$ cat src/rtl/uart_alu_ctrl_if.sv
// uart_alu_ctrl_if -- bundles the UART byte channel and the ALU operand/result
// bus seen by uart_alu_ctrl.
//
// Handshake semantics (the only flow control in this interface):
//   rx side : rx_valid is a one-cycle pulse; rx_data and rx_ferr are
//             meaningful only in that cycle. There is no back-pressure: the
//             consumer either takes the byte in that cycle or it is lost.
//   tx side : the controller raises tx_start with tx_data stable and holds
//             both until it samples tx_busy high (the transmitter has taken
//             the byte). It then drops tx_start and waits for tx_busy to go
//             low before it issues another byte.
//   alu side: alu_a/alu_b/alu_op are registered by the controller;
//             alu_result/alu_carry/alu_zero are combinational from the ALU.
//
// master : the controller (uart_alu_ctrl)
// slave  : the UART + ALU environment around it
interface uart_alu_ctrl_if #(
    parameter int DATA_W = 8,
    parameter int OP_W   = 6
);
    logic [7:0]        rx_data;
    logic              rx_valid;
    logic              rx_ferr;
    logic              tx_start;
    logic [7:0]        tx_data;
    logic              tx_busy;
    logic [DATA_W-1:0] alu_a;
    logic [DATA_W-1:0] alu_b;
    logic [OP_W-1:0]   alu_op;
    logic [DATA_W-1:0] alu_result;
    logic              alu_carry;
    logic              alu_zero;

    modport master (
        input  rx_data, rx_valid, rx_ferr, tx_busy,
        input  alu_result, alu_carry, alu_zero,
        output tx_start, tx_data,
        output alu_a, alu_b, alu_op
    );

    modport slave (
        output rx_data, rx_valid, rx_ferr, tx_busy,
        output alu_result, alu_carry, alu_zero,
        input  tx_start, tx_data,
        input  alu_a, alu_b, alu_op
    );
endinterface

$ cat src/rtl/uart_alu_ctrl.sv
// uart_alu_ctrl -- collects a three-byte command (A, B, opcode) from a UART
// receiver, presents it to an external combinational ALU, and sends the
// result byte back through the UART transmitter.
//
// Optional feature macro: UART_ALU_STATUS_EN. When defined, a second byte
// {6'b0, carry, zero} follows every result byte. When undefined the status
// states and flag registers are not built.
//
// The FSM state is exported on state_dbg (encoding = state_t below) so
// checkers can observe it directly.
module uart_alu_ctrl #(
    parameter int DATA_W         = 8,
    parameter int OP_W           = 6,
    parameter int TIMEOUT_CYCLES = 500000
) (
    input  logic                   clk,
    input  logic                   rst,
    uart_alu_ctrl_if.master        bus,
    output logic                   busy,
    output logic [7:0]             ferr_cnt,
    output logic [2:0]             state_dbg
);

    // Wide enough to hold TIMEOUT_CYCLES-1, the last value before expiry.
    localparam int TMO_W = (TIMEOUT_CYCLES > 1) ? $clog2(TIMEOUT_CYCLES) : 1;
    localparam logic [TMO_W-1:0] TMO_LAST = TMO_W'(TIMEOUT_CYCLES - 1);

`ifdef UART_ALU_STATUS_EN
    typedef enum logic [2:0] {
        GET_A    = 3'd0,
        GET_B    = 3'd1,
        GET_OP   = 3'd2,
        EXEC     = 3'd3,
        SEND_RES = 3'd4,
        WAIT_RES = 3'd5,
        SEND_STS = 3'd6,
        WAIT_STS = 3'd7
    } state_t;
`else
    typedef enum logic [2:0] {
        GET_A    = 3'd0,
        GET_B    = 3'd1,
        GET_OP   = 3'd2,
        EXEC     = 3'd3,
        SEND_RES = 3'd4,
        WAIT_RES = 3'd5
    } state_t;
`endif

    state_t            state;
    state_t            state_nxt;

    logic [DATA_W-1:0] alu_a_q;
    logic [DATA_W-1:0] alu_b_q;
    logic [OP_W-1:0]   alu_op_q;
    logic [7:0]        tx_data_q;
    logic [7:0]        ferr_cnt_q;
    logic [TMO_W-1:0]  tmo_cnt;

    // Strobes from the FSM to the datapath registers.
    logic              ld_a;
    logic              ld_b;
    logic              ld_op;
    logic              ld_res;
    logic              ferr_hit;
    logic              tmo_clr;
    logic              tmo_inc;
    logic              tmo_hit;
    logic              rx_good;
    logic              rx_bad;

`ifdef UART_ALU_STATUS_EN
    logic              ld_sts;
    logic              sts_carry;
    logic              sts_zero;
`endif

    assign rx_good = bus.rx_valid & ~bus.rx_ferr;
    assign rx_bad  = bus.rx_valid &  bus.rx_ferr;
    assign tmo_hit = (tmo_cnt == TMO_LAST);

    // FSM state register; reset lands in GET_A immediately (async).
    always_ff @(posedge clk or posedge rst) begin
        if (rst) begin
            state <= GET_A;
        end else begin
            state <= state_nxt;
        end
    end

    // FSM next-state and datapath strobes.
    always_comb begin
        state_nxt = state;
        ld_a      = 1'b0;
        ld_b      = 1'b0;
        ld_op     = 1'b0;
        ld_res    = 1'b0;
        ferr_hit  = 1'b0;
        tmo_clr   = 1'b0;
        tmo_inc   = 1'b0;
`ifdef UART_ALU_STATUS_EN
        ld_sts    = 1'b0;
`endif
        case (state)
            GET_A: begin
                // No command in progress, so the inter-byte timer is idle.
                tmo_clr = 1'b1;
                if (rx_bad) begin
                    ferr_hit = 1'b1;
                end else if (rx_good) begin
                    ld_a      = 1'b1;
                    state_nxt = GET_B;
                end
            end
            GET_B: begin
                if (rx_bad) begin
                    ferr_hit  = 1'b1;
                    tmo_clr   = 1'b1;
                    state_nxt = GET_A;
                end else if (rx_good) begin
                    ld_b      = 1'b1;
                    tmo_clr   = 1'b1;
                    state_nxt = GET_OP;
                end else if (tmo_hit) begin
                    tmo_clr   = 1'b1;
                    state_nxt = GET_A;
                end else begin
                    tmo_inc   = 1'b1;
                end
            end
            GET_OP: begin
                if (rx_bad) begin
                    ferr_hit  = 1'b1;
                    tmo_clr   = 1'b1;
                    state_nxt = GET_A;
                end else if (rx_good) begin
                    ld_op     = 1'b1;
                    tmo_clr   = 1'b1;
                    state_nxt = EXEC;
                end else if (tmo_hit) begin
                    tmo_clr   = 1'b1;
                    state_nxt = GET_A;
                end else begin
                    tmo_inc   = 1'b1;
                end
            end
            EXEC: begin
                // Operands settled last cycle; capture the ALU output once.
                ld_res    = 1'b1;
                state_nxt = SEND_RES;
            end
            SEND_RES: begin
                if (bus.tx_busy) begin
                    state_nxt = WAIT_RES;
                end
            end
            WAIT_RES: begin
                if (!bus.tx_busy) begin
`ifdef UART_ALU_STATUS_EN
                    ld_sts    = 1'b1;
                    state_nxt = SEND_STS;
`else
                    state_nxt = GET_A;
`endif
                end
            end
`ifdef UART_ALU_STATUS_EN
            SEND_STS: begin
                if (bus.tx_busy) begin
                    state_nxt = WAIT_STS;
                end
            end
            WAIT_STS: begin
                if (!bus.tx_busy) begin
                    state_nxt = GET_A;
                end
            end
`endif
            default: begin
                state_nxt = GET_A;
            end
        endcase
    end

    // Operand and opcode registers; written only when their byte is accepted
    // so the ALU inputs stay stable through execution and transmission.
    always_ff @(posedge clk or posedge rst) begin
        if (rst) begin
            alu_a_q  <= '0;
            alu_b_q  <= '0;
            alu_op_q <= '0;
        end else begin
            if (ld_a) begin
                alu_a_q <= DATA_W'(bus.rx_data);
            end
            if (ld_b) begin
                alu_b_q <= DATA_W'(bus.rx_data);
            end
            if (ld_op) begin
                alu_op_q <= bus.rx_data[OP_W-1:0];
            end
        end
    end

    // Transmit byte: the result on EXEC, then the status byte if enabled.
    always_ff @(posedge clk or posedge rst) begin
        if (rst) begin
            tx_data_q <= 8'h00;
        end else begin
            if (ld_res) begin
                tx_data_q <= 8'(bus.alu_result);
            end
`ifdef UART_ALU_STATUS_EN
            if (ld_sts) begin
                tx_data_q <= {6'b0, sts_carry, sts_zero};
            end
`endif
        end
    end

`ifdef UART_ALU_STATUS_EN
    // ALU flags captured together with the result in EXEC.
    always_ff @(posedge clk or posedge rst) begin
        if (rst) begin
            sts_carry <= 1'b0;
            sts_zero  <= 1'b0;
        end else if (ld_res) begin
            sts_carry <= bus.alu_carry;
            sts_zero  <= bus.alu_zero;
        end
    end
`endif

    // Framing-error counter, saturating so it never wraps back to zero.
    always_ff @(posedge clk or posedge rst) begin
        if (rst) begin
            ferr_cnt_q <= 8'h00;
        end else if (ferr_hit && (ferr_cnt_q != 8'hFF)) begin
            ferr_cnt_q <= ferr_cnt_q + 8'h01;
        end
    end

    // Inter-byte timer; restarts on every accepted byte.
    always_ff @(posedge clk or posedge rst) begin
        if (rst) begin
            tmo_cnt <= '0;
        end else if (tmo_clr) begin
            tmo_cnt <= '0;
        end else if (tmo_inc) begin
            tmo_cnt <= tmo_cnt + 1'b1;
        end
    end

    // tx_start decodes straight from the state so reset removes it at once.
`ifdef UART_ALU_STATUS_EN
    assign bus.tx_start = (state == SEND_RES) || (state == SEND_STS);
`else
    assign bus.tx_start = (state == SEND_RES);
`endif
    assign bus.tx_data  = tx_data_q;
    assign bus.alu_a    = alu_a_q;
    assign bus.alu_b    = alu_b_q;
    assign bus.alu_op   = alu_op_q;
    assign busy         = (state != GET_A);
    assign ferr_cnt     = ferr_cnt_q;
    assign state_dbg    = state;

endmodule
$ cat src/flat_wrapper.sv
// flat-port wrapper written by rule: the top's interface ports become plain ports
module uart_alu_ctrl_flat 
#(
    parameter int DATA_W         = 8,
    parameter int OP_W           = 6,
    parameter int TIMEOUT_CYCLES = 500000
)
  (clk, rst, busy, ferr_cnt, state_dbg, bus_rx_data, bus_rx_valid, bus_rx_ferr, bus_tx_busy, bus_alu_result, bus_alu_carry, bus_alu_zero, bus_tx_start, bus_tx_data, bus_alu_a, bus_alu_b, bus_alu_op);
  uart_alu_ctrl_if #(.DATA_W(DATA_W), .OP_W(OP_W)) bus_i ();
  input  logic clk;
  input  logic rst;
  output logic busy;
  output logic [7:0] ferr_cnt;
  output logic [2:0] state_dbg;
  input wire logic [$bits(bus_i.rx_data)-1:0] bus_rx_data;
  input wire logic [$bits(bus_i.rx_valid)-1:0] bus_rx_valid;
  input wire logic [$bits(bus_i.rx_ferr)-1:0] bus_rx_ferr;
  input wire logic [$bits(bus_i.tx_busy)-1:0] bus_tx_busy;
  input wire logic [$bits(bus_i.alu_result)-1:0] bus_alu_result;
  input wire logic [$bits(bus_i.alu_carry)-1:0] bus_alu_carry;
  input wire logic [$bits(bus_i.alu_zero)-1:0] bus_alu_zero;
  output wire logic [$bits(bus_i.tx_start)-1:0] bus_tx_start;
  output wire logic [$bits(bus_i.tx_data)-1:0] bus_tx_data;
  output wire logic [$bits(bus_i.alu_a)-1:0] bus_alu_a;
  output wire logic [$bits(bus_i.alu_b)-1:0] bus_alu_b;
  output wire logic [$bits(bus_i.alu_op)-1:0] bus_alu_op;
  assign bus_i.rx_data = bus_rx_data;
  assign bus_i.rx_valid = bus_rx_valid;
  assign bus_i.rx_ferr = bus_rx_ferr;
  assign bus_i.tx_busy = bus_tx_busy;
  assign bus_i.alu_result = bus_alu_result;
  assign bus_i.alu_carry = bus_alu_carry;
  assign bus_i.alu_zero = bus_alu_zero;
  assign bus_tx_start = bus_i.tx_start;
  assign bus_tx_data = bus_i.tx_data;
  assign bus_alu_a = bus_i.alu_a;
  assign bus_alu_b = bus_i.alu_b;
  assign bus_alu_op = bus_i.alu_op;
  uart_alu_ctrl #(.DATA_W(DATA_W), .OP_W(OP_W), .TIMEOUT_CYCLES(TIMEOUT_CYCLES)) u_core (.clk(clk), .rst(rst), .bus(bus_i), .busy(busy), .ferr_cnt(ferr_cnt), .state_dbg(state_dbg));
endmodule
$ cat config.mk
export PLATFORM = sky130hd
export DESIGN_NAME = uart_alu_ctrl_flat
export DESIGN_NICKNAME = d
export VERILOG_FILES = /design/src/rtl/uart_alu_ctrl_if.sv /design/src/rtl/uart_alu_ctrl.sv /design/src/flat_wrapper.sv
export SDC_FILE = /design/constraint.sdc
export NUM_CORES = 1
export LEC_CHECK = 0
export CELL_PAD_IN_SITES_DETAIL_PLACEMENT = 1
export CELL_PAD_IN_SITES_GLOBAL_PLACEMENT = 2
export CORE_MARGIN = 1
export CORE_UTILIZATION = 29
export DETAILED_ROUTE_END_ITERATION = 16
export GPL_TIMING_DRIVEN = 0
export PLACE_DENSITY_LB_ADDON = 0.1
export SLEW_MARGIN = 5
export SYNTH_ARGS = -nofsm -noshare
export SYNTH_HDL_FRONTEND = slang
export SYNTH_SLANG_ARGS = --single-unit
$ cat constraint.sdc
create_clock -name clk -period 2.1 [get_ports clk]
set_clock_uncertainty 0.15 [all_clocks]
set_input_delay 0.42 -clock clk [delete_from_list [all_inputs] [get_ports clk]]
set_output_delay 0.42 -clock clk [all_outputs]
set_load 0.02 [all_outputs]
# After elaboration in Yosys (flattened, before gate mapping)
# Index checks and enable logic that the tools add are counted.
[word_totals]
ff_bits = 60
input_bits = 23
[op_classes]
add_sub_neg = 2
n_eq_ne = 11
n_mux = 28
n_bitwise = 3
reduce_logical = 7
[op_table]
columns = ["operator", "n"]
rows = [
  ["19-bit two-way mux", 2],
  ["3-bit two-way mux", 9],
  ["19-bit by 1-bit adder with 19-bit output (second input constant)", 1],
  ["19-bit == test (second input constant)", 1],
  ["3-bit one-hot mux with 6 select lines", 1],
  ["1-bit two-way mux", 15],
  ["8-bit by 1-bit adder with 8-bit output (second input constant)", 1],
  ["8-bit != test (second input constant)", 1],
  ["3-bit by 2-bit == test with 1-bit output (second input constant)", 2],
  ["3-bit == test (second input constant)", 2],
  ["2-bit != test (second input constant)", 3],
  ["4-bit AND reduction", 1],
  ["3-bit by 1-bit == test with 1-bit output (second input constant)", 1],
  ["3-bit logical NOT", 1],
  ["3-bit nonzero test", 1],
  ["3-bit OR reduction", 1],
  ["1-bit AND", 2],
  ["2-bit by 1-bit != test with 1-bit output (second input constant)", 1],
  ["1-bit one-hot mux with 2 select lines", 1],
  ["2-bit nonzero test", 1],
  ["2-bit OR reduction", 1],
  ["1-bit logical AND", 1],
  ["1-bit inverter", 1],
]

# Depth between registers and ports, before layout
[logic_depth]
word_depth = 7
mapped_depth = 8

# Worst setup path after synthesis
# OpenSTA, ideal clock, no wires.
[synth_timing]
path_kind = "register -> register"
from = "reg u_core.state[1], in the netlist u_core.state_dbg[1]"
to = "reg u_core.tmo_cnt[17]"
arrival_time_ns = 1.894
slack_ns = -0.068
path_stages_with_launch = 9
cell_sequence = "dfrtp_1 -> buf_6 -> a21o_1 -> buf_6 -> or4_4 -> buf_6 -> nor4_4 -> xnor2_1 -> nor2_2"
[synth_between]
elab_chain_cells = 4
[synth_lines]
columns = ["item", "line_no", "text"]
rows = [
  ["from (decl)", "uart_alu_ctrl.sv:50", "state_t state;"],
  ["from (signal assigned)", "uart_alu_ctrl.sv:87", "state <= state_nxt;"],
  ["3-bit by 1-bit == test with 1-bit output or 3-bit by 2-bit == test with 1-bit output (tied branches)", "uart_alu_ctrl.sv:104", "case (state)"],
  ["2-bit OR reduction (no line)", "--", ""],
  ["1-bit one-hot mux with 2 select lines or 1-bit two-way mux (tied branches)", "--", ""],
  ["19-bit two-way mux or 2-bit nonzero test (tied branches)", "--", ""],
  ["to (signal assigned)", "uart_alu_ctrl.sv:250", "tmo_cnt <= tmo_cnt + 1'b1;"],
  ["to (decl)", "uart_alu_ctrl.sv:58", "logic [TMO_W-1:0] tmo_cnt;"],
]
# Several ways; a longest one is shown, not always the timed one.
# A chain may end at the register's enable or synchronous reset.

# Final worst setup path
[layout_timing]
from = "reg u_core.state[1], in the netlist u_core.state_dbg[1]"
to = "reg u_core.tmo_cnt[15]"
# The elaborated chain is that of the path after synthesis.

==> impl_results.md <==
* Outcome: complete, no violations
* Syn Area/Cell at 11.36 µm²
* Sw Ratio at between 30% and 40%
* Clock tree buffer depth at 2
* DR DRC count at 0
* GP Congestion at between 0.7 and 0.8
* Pwr dens at about 1300 mW/mm²
* Post-synth top cells: 60 x dfrtp_1, 31 x mux2_2, 19 x nand2_1
* Final WL at slightly above 7000 µm
* Mapped Area at between 0.002 and 0.003 mm²
* Setup TNS Final at 0 ns
* FP Rows at 35
* CTS HTree Levels at 3
* Initial Util at 30.21%
* Largest net degree at the start of global routing at 37
* Critical path launch point type: flip-flop
* Post-synthesis net count at around 270
* Fmax at between 400 and 500 MHz
* Initial antenna violation count at 0
* Top cell type's share of synthesized area at a little over half
* Ports at 66
* Via Count at 2204
* Clock period minus worst slack at around 2.1 ns
* Max Slew Vio Count at 0
* # Max-Cap Violations at 0
* Sw power at 1810 µW
* Hold WS at approximately 0.34 ns
* Die X at approximately 100 µm
* Logic pwr share at between 40 and 50%
* Unrepaired setup endpoints after global routing: yes
* Syn Inst Count at ~250
* Skew-Pair Late Insertion Delay at 0.34 ns
* Register area at 0.001506 mm²
* Reg-to-reg setup timing slack at roughly 0.00010 ns
* Slew HR at slightly below 60%
* CP endpoint kind: flip-flop
* Sequential Power Share at about a third
* Period utilization at between 90% and 100%
* Detailed-router iteration count before antenna repair at 4
* First-pass GRT wire length at between 10000 and 15000 µm
* Hold/Removal Path Class: primary input to async pin
* Area Growth Syn to Fin at 42.50%
* Via density at approximately 4.7
* Kind of critical path: flip-flop to flip-flop
* Yosys warning count at 0
* Leading area contributor after synthesis: dfrtp_1
* Filler cells at a little over 1000
* Pleak at 0.001689 µW
* Ant. Diodes at 0
* Register area share after synthesis at between 50 and 60%
* Hold Fails Final Rpt at 0
* Clock Tree Root: clkbuf_8
* Number of global-route vias before repair at ~2300
* Yosys reg bits at 60
* Clk network pwr share at about a fifth
* Critical Path RT at between 2 and 2.5 ns
* Mean routed wirelength per cell at between 15 and 20 µm
* Crit-path max FO at 6
* Worst R2R Path Depth at 7
* Crit path arrival time at 2.18 ns
* Area after DPL at 0.003641 mm²
* DRT iter0 DRCs at between 60 and 70
* TritonCTS clock tree: done
* Area of the multi-input gates at between 0.001 and 0.0015 mm²
* Synth top area cells: dfrtp_1 53%, mux2_2 12%, xnor2_1 2.8%
* Core outline area at 0.009328 mm²
* Final HPWL DP at 4866 µm
* EDFF count, synth at 0
* Max IR drop VDD at between 0.6 and 0.7 mV
* Internal Pwr Total at roughly 3200 µW
* FFs w/ async S/R, synth at between 90% and 100%
* DIE HEIGHT at approximately 100 µm
* Post-layout nets at ~360
* PortBufs at 63
* Fin area at ~0.004 mm²
* Die area at 0.01011 mm²
* Final ANT Viol Nets at 0
* Most used standard cell by instance count after synthesis: dfrtp_1
* All-Layer GR Usage at 15.32%
* Final setup viols at 0
* Worst reg2reg startpoint: u_core.state_dbg[1]$_DFFE_PP0P_
* Grt total ovfl at 0
* Ys flop type: dfrtp_1
* CTS clock-pin slew for the worst setup and hold paths at 0.07 ns
* FF-to-FF End: u_core.tmo_cnt[15]$_DFFE_PP0P_
* # clock sinks at 60
* Slew @ Worst Pin at a little over 0.6 ns
* Layout cells sized above 1 at between 20 and 30%
* Hold_buf cts at 0
* Num CTS Buffers at 9
* Distinct cells, synth at 38
-- per-stage QoR --
step / total power [µW] / std cells / setup slack, ns / utilization, %
2_1_floorplan: 2893 / 248 / -0.02717 / -
3_3_place_gp: 3879 / 440 / -0.5215 / 38.82
3_5_place_dp: 3916 / 441 / -0.5205 / 39.03
4_1_cts: 5082 / 461 / -0.06607 / 42.19
5_1_grt: 5374 / 468 / -0.07967 / 43.04
6_report: 5053 / 468 / 0.0001019 / 43.04
-- cell usage in the layout (no fill, tap or decap), drive strengths merged, types with 4 or more instances in the layout --
cell,instances
clkbuf,14
xor2,4
nand2,19
nor2b,4
clkdlybuf4s50,61
o21ai,11
inv,7
nand4,7
xnor2,9
a22o,7
buf,19
and2,5
dfrtp,60
nor2,19
mux2,31
nor3,9
nand3,14
-- logic make-up after synthesis --
logic type / Yosys count / synth area share (%)
multiplexers: 33 / 13.10
AND/OR/NAND/NOR: 93 / 18.07
flip-flops: 60 / 53.29
adder cells (fa/ha/maj): 2 / 0.8880
buffers and inverters: 17 / 3.064
XOR/XNOR: 13 / 4.041
AO/OA/AOI/OAI: 30 / 7.549
-- how the worst max path moves through the flow --
stage | startpoint | endpoint | slack [ns] | cells past startpoint
after floorplan | u_core.state_dbg[1]$_DFFE_PP0P_ | u_core.tmo_cnt[17]$_DFFE_PP0P_ | -0.03 | 8
after global placement | u_core.tmo_cnt[0]$_DFFE_PP0P_ | u_core.tmo_cnt[16]$_DFFE_PP0P_ | -0.52 | 7
after detailed placement | u_core.tmo_cnt[0]$_DFFE_PP0P_ | u_core.tmo_cnt[10]$_DFFE_PP0P_ | -0.52 | 7
after CTS | u_core.state_dbg[1]$_DFFE_PP0P_ | u_core.tmo_cnt[17]$_DFFE_PP0P_ | -0.07 | 7
after global routing | u_core.state_dbg[1]$_DFFE_PP0P_ | u_core.tmo_cnt[15]$_DFFE_PP0P_ | -0.08 | 7
final | u_core.state_dbg[1]$_DFFE_PP0P_ | u_core.tmo_cnt[15]$_DFFE_PP0P_ | 0.0001 | 7
-- power groups by stage --
stage | registers, µW | logic, µW | clock network [µW]
finish | 1760 | 2220 | 1070
global placement | 1780 | 2100 | 0
floorplan | 2210 | 687 | 0
detailed placement | 1790 | 2130 | 0
CTS | 1760 | 2200 | 1120
global route | 1820 | 2400 | 1160
-- flip-flops by register name, summed over array words and instances (netlist names) --
name,cells
u_core.bus.alu_op,6
u_core.bus.alu_a,8
u_core.tmo_cnt,19
u_core.ferr_cnt,8
u_core.bus.alu_b,8
u_core.bus.tx_data,8
u_core.state_dbg,3
-- per-layer routing --
layer | GRT usage [%] | share of wire (%) | vias to the layer above
met2 | 24.18 | 48 | 44
met5 | 0 | 0 | -
li1 | - | - | 1063
met3 | 5.062 | 4.4 | 9
met4 | 5.686 | 1.5 | 0
met1 | 19.53 | 46 | 1088
-- area by class of cell --
type	count	area share, %
Sequential cell	60	37.52
Multi-Input combinational cell	171	32.75
Timing Repair Buffer	78	18.57
Tap cell	129	4.020
Clock buffer	10	3.428
Clock inverter	6	1.589
Buffer	6	1.278
Inverter	8	0.8414
-- worst max-delay path, cell delays in order (launching register included) --
cell     delay [ns]
dfrtp_2        0.42
buf_6          0.13
a21o_1         0.16
buf_6          0.13
or4_4          0.59
nor3_4         0.22
xnor2_1        0.14
nor2_1         0.07
-- repair_timing --
| item | in CTS | in global routing |
|---|---|---|
| resized for setup | 20 | 12 |
| pin swaps | 5 | 7 |
| endpoints found under the setup margin | 33 | 37 |
| setup buffers | 7 | 7 |
| cloned | 0 | 0 |
Power figures use the tool's default switching activity.
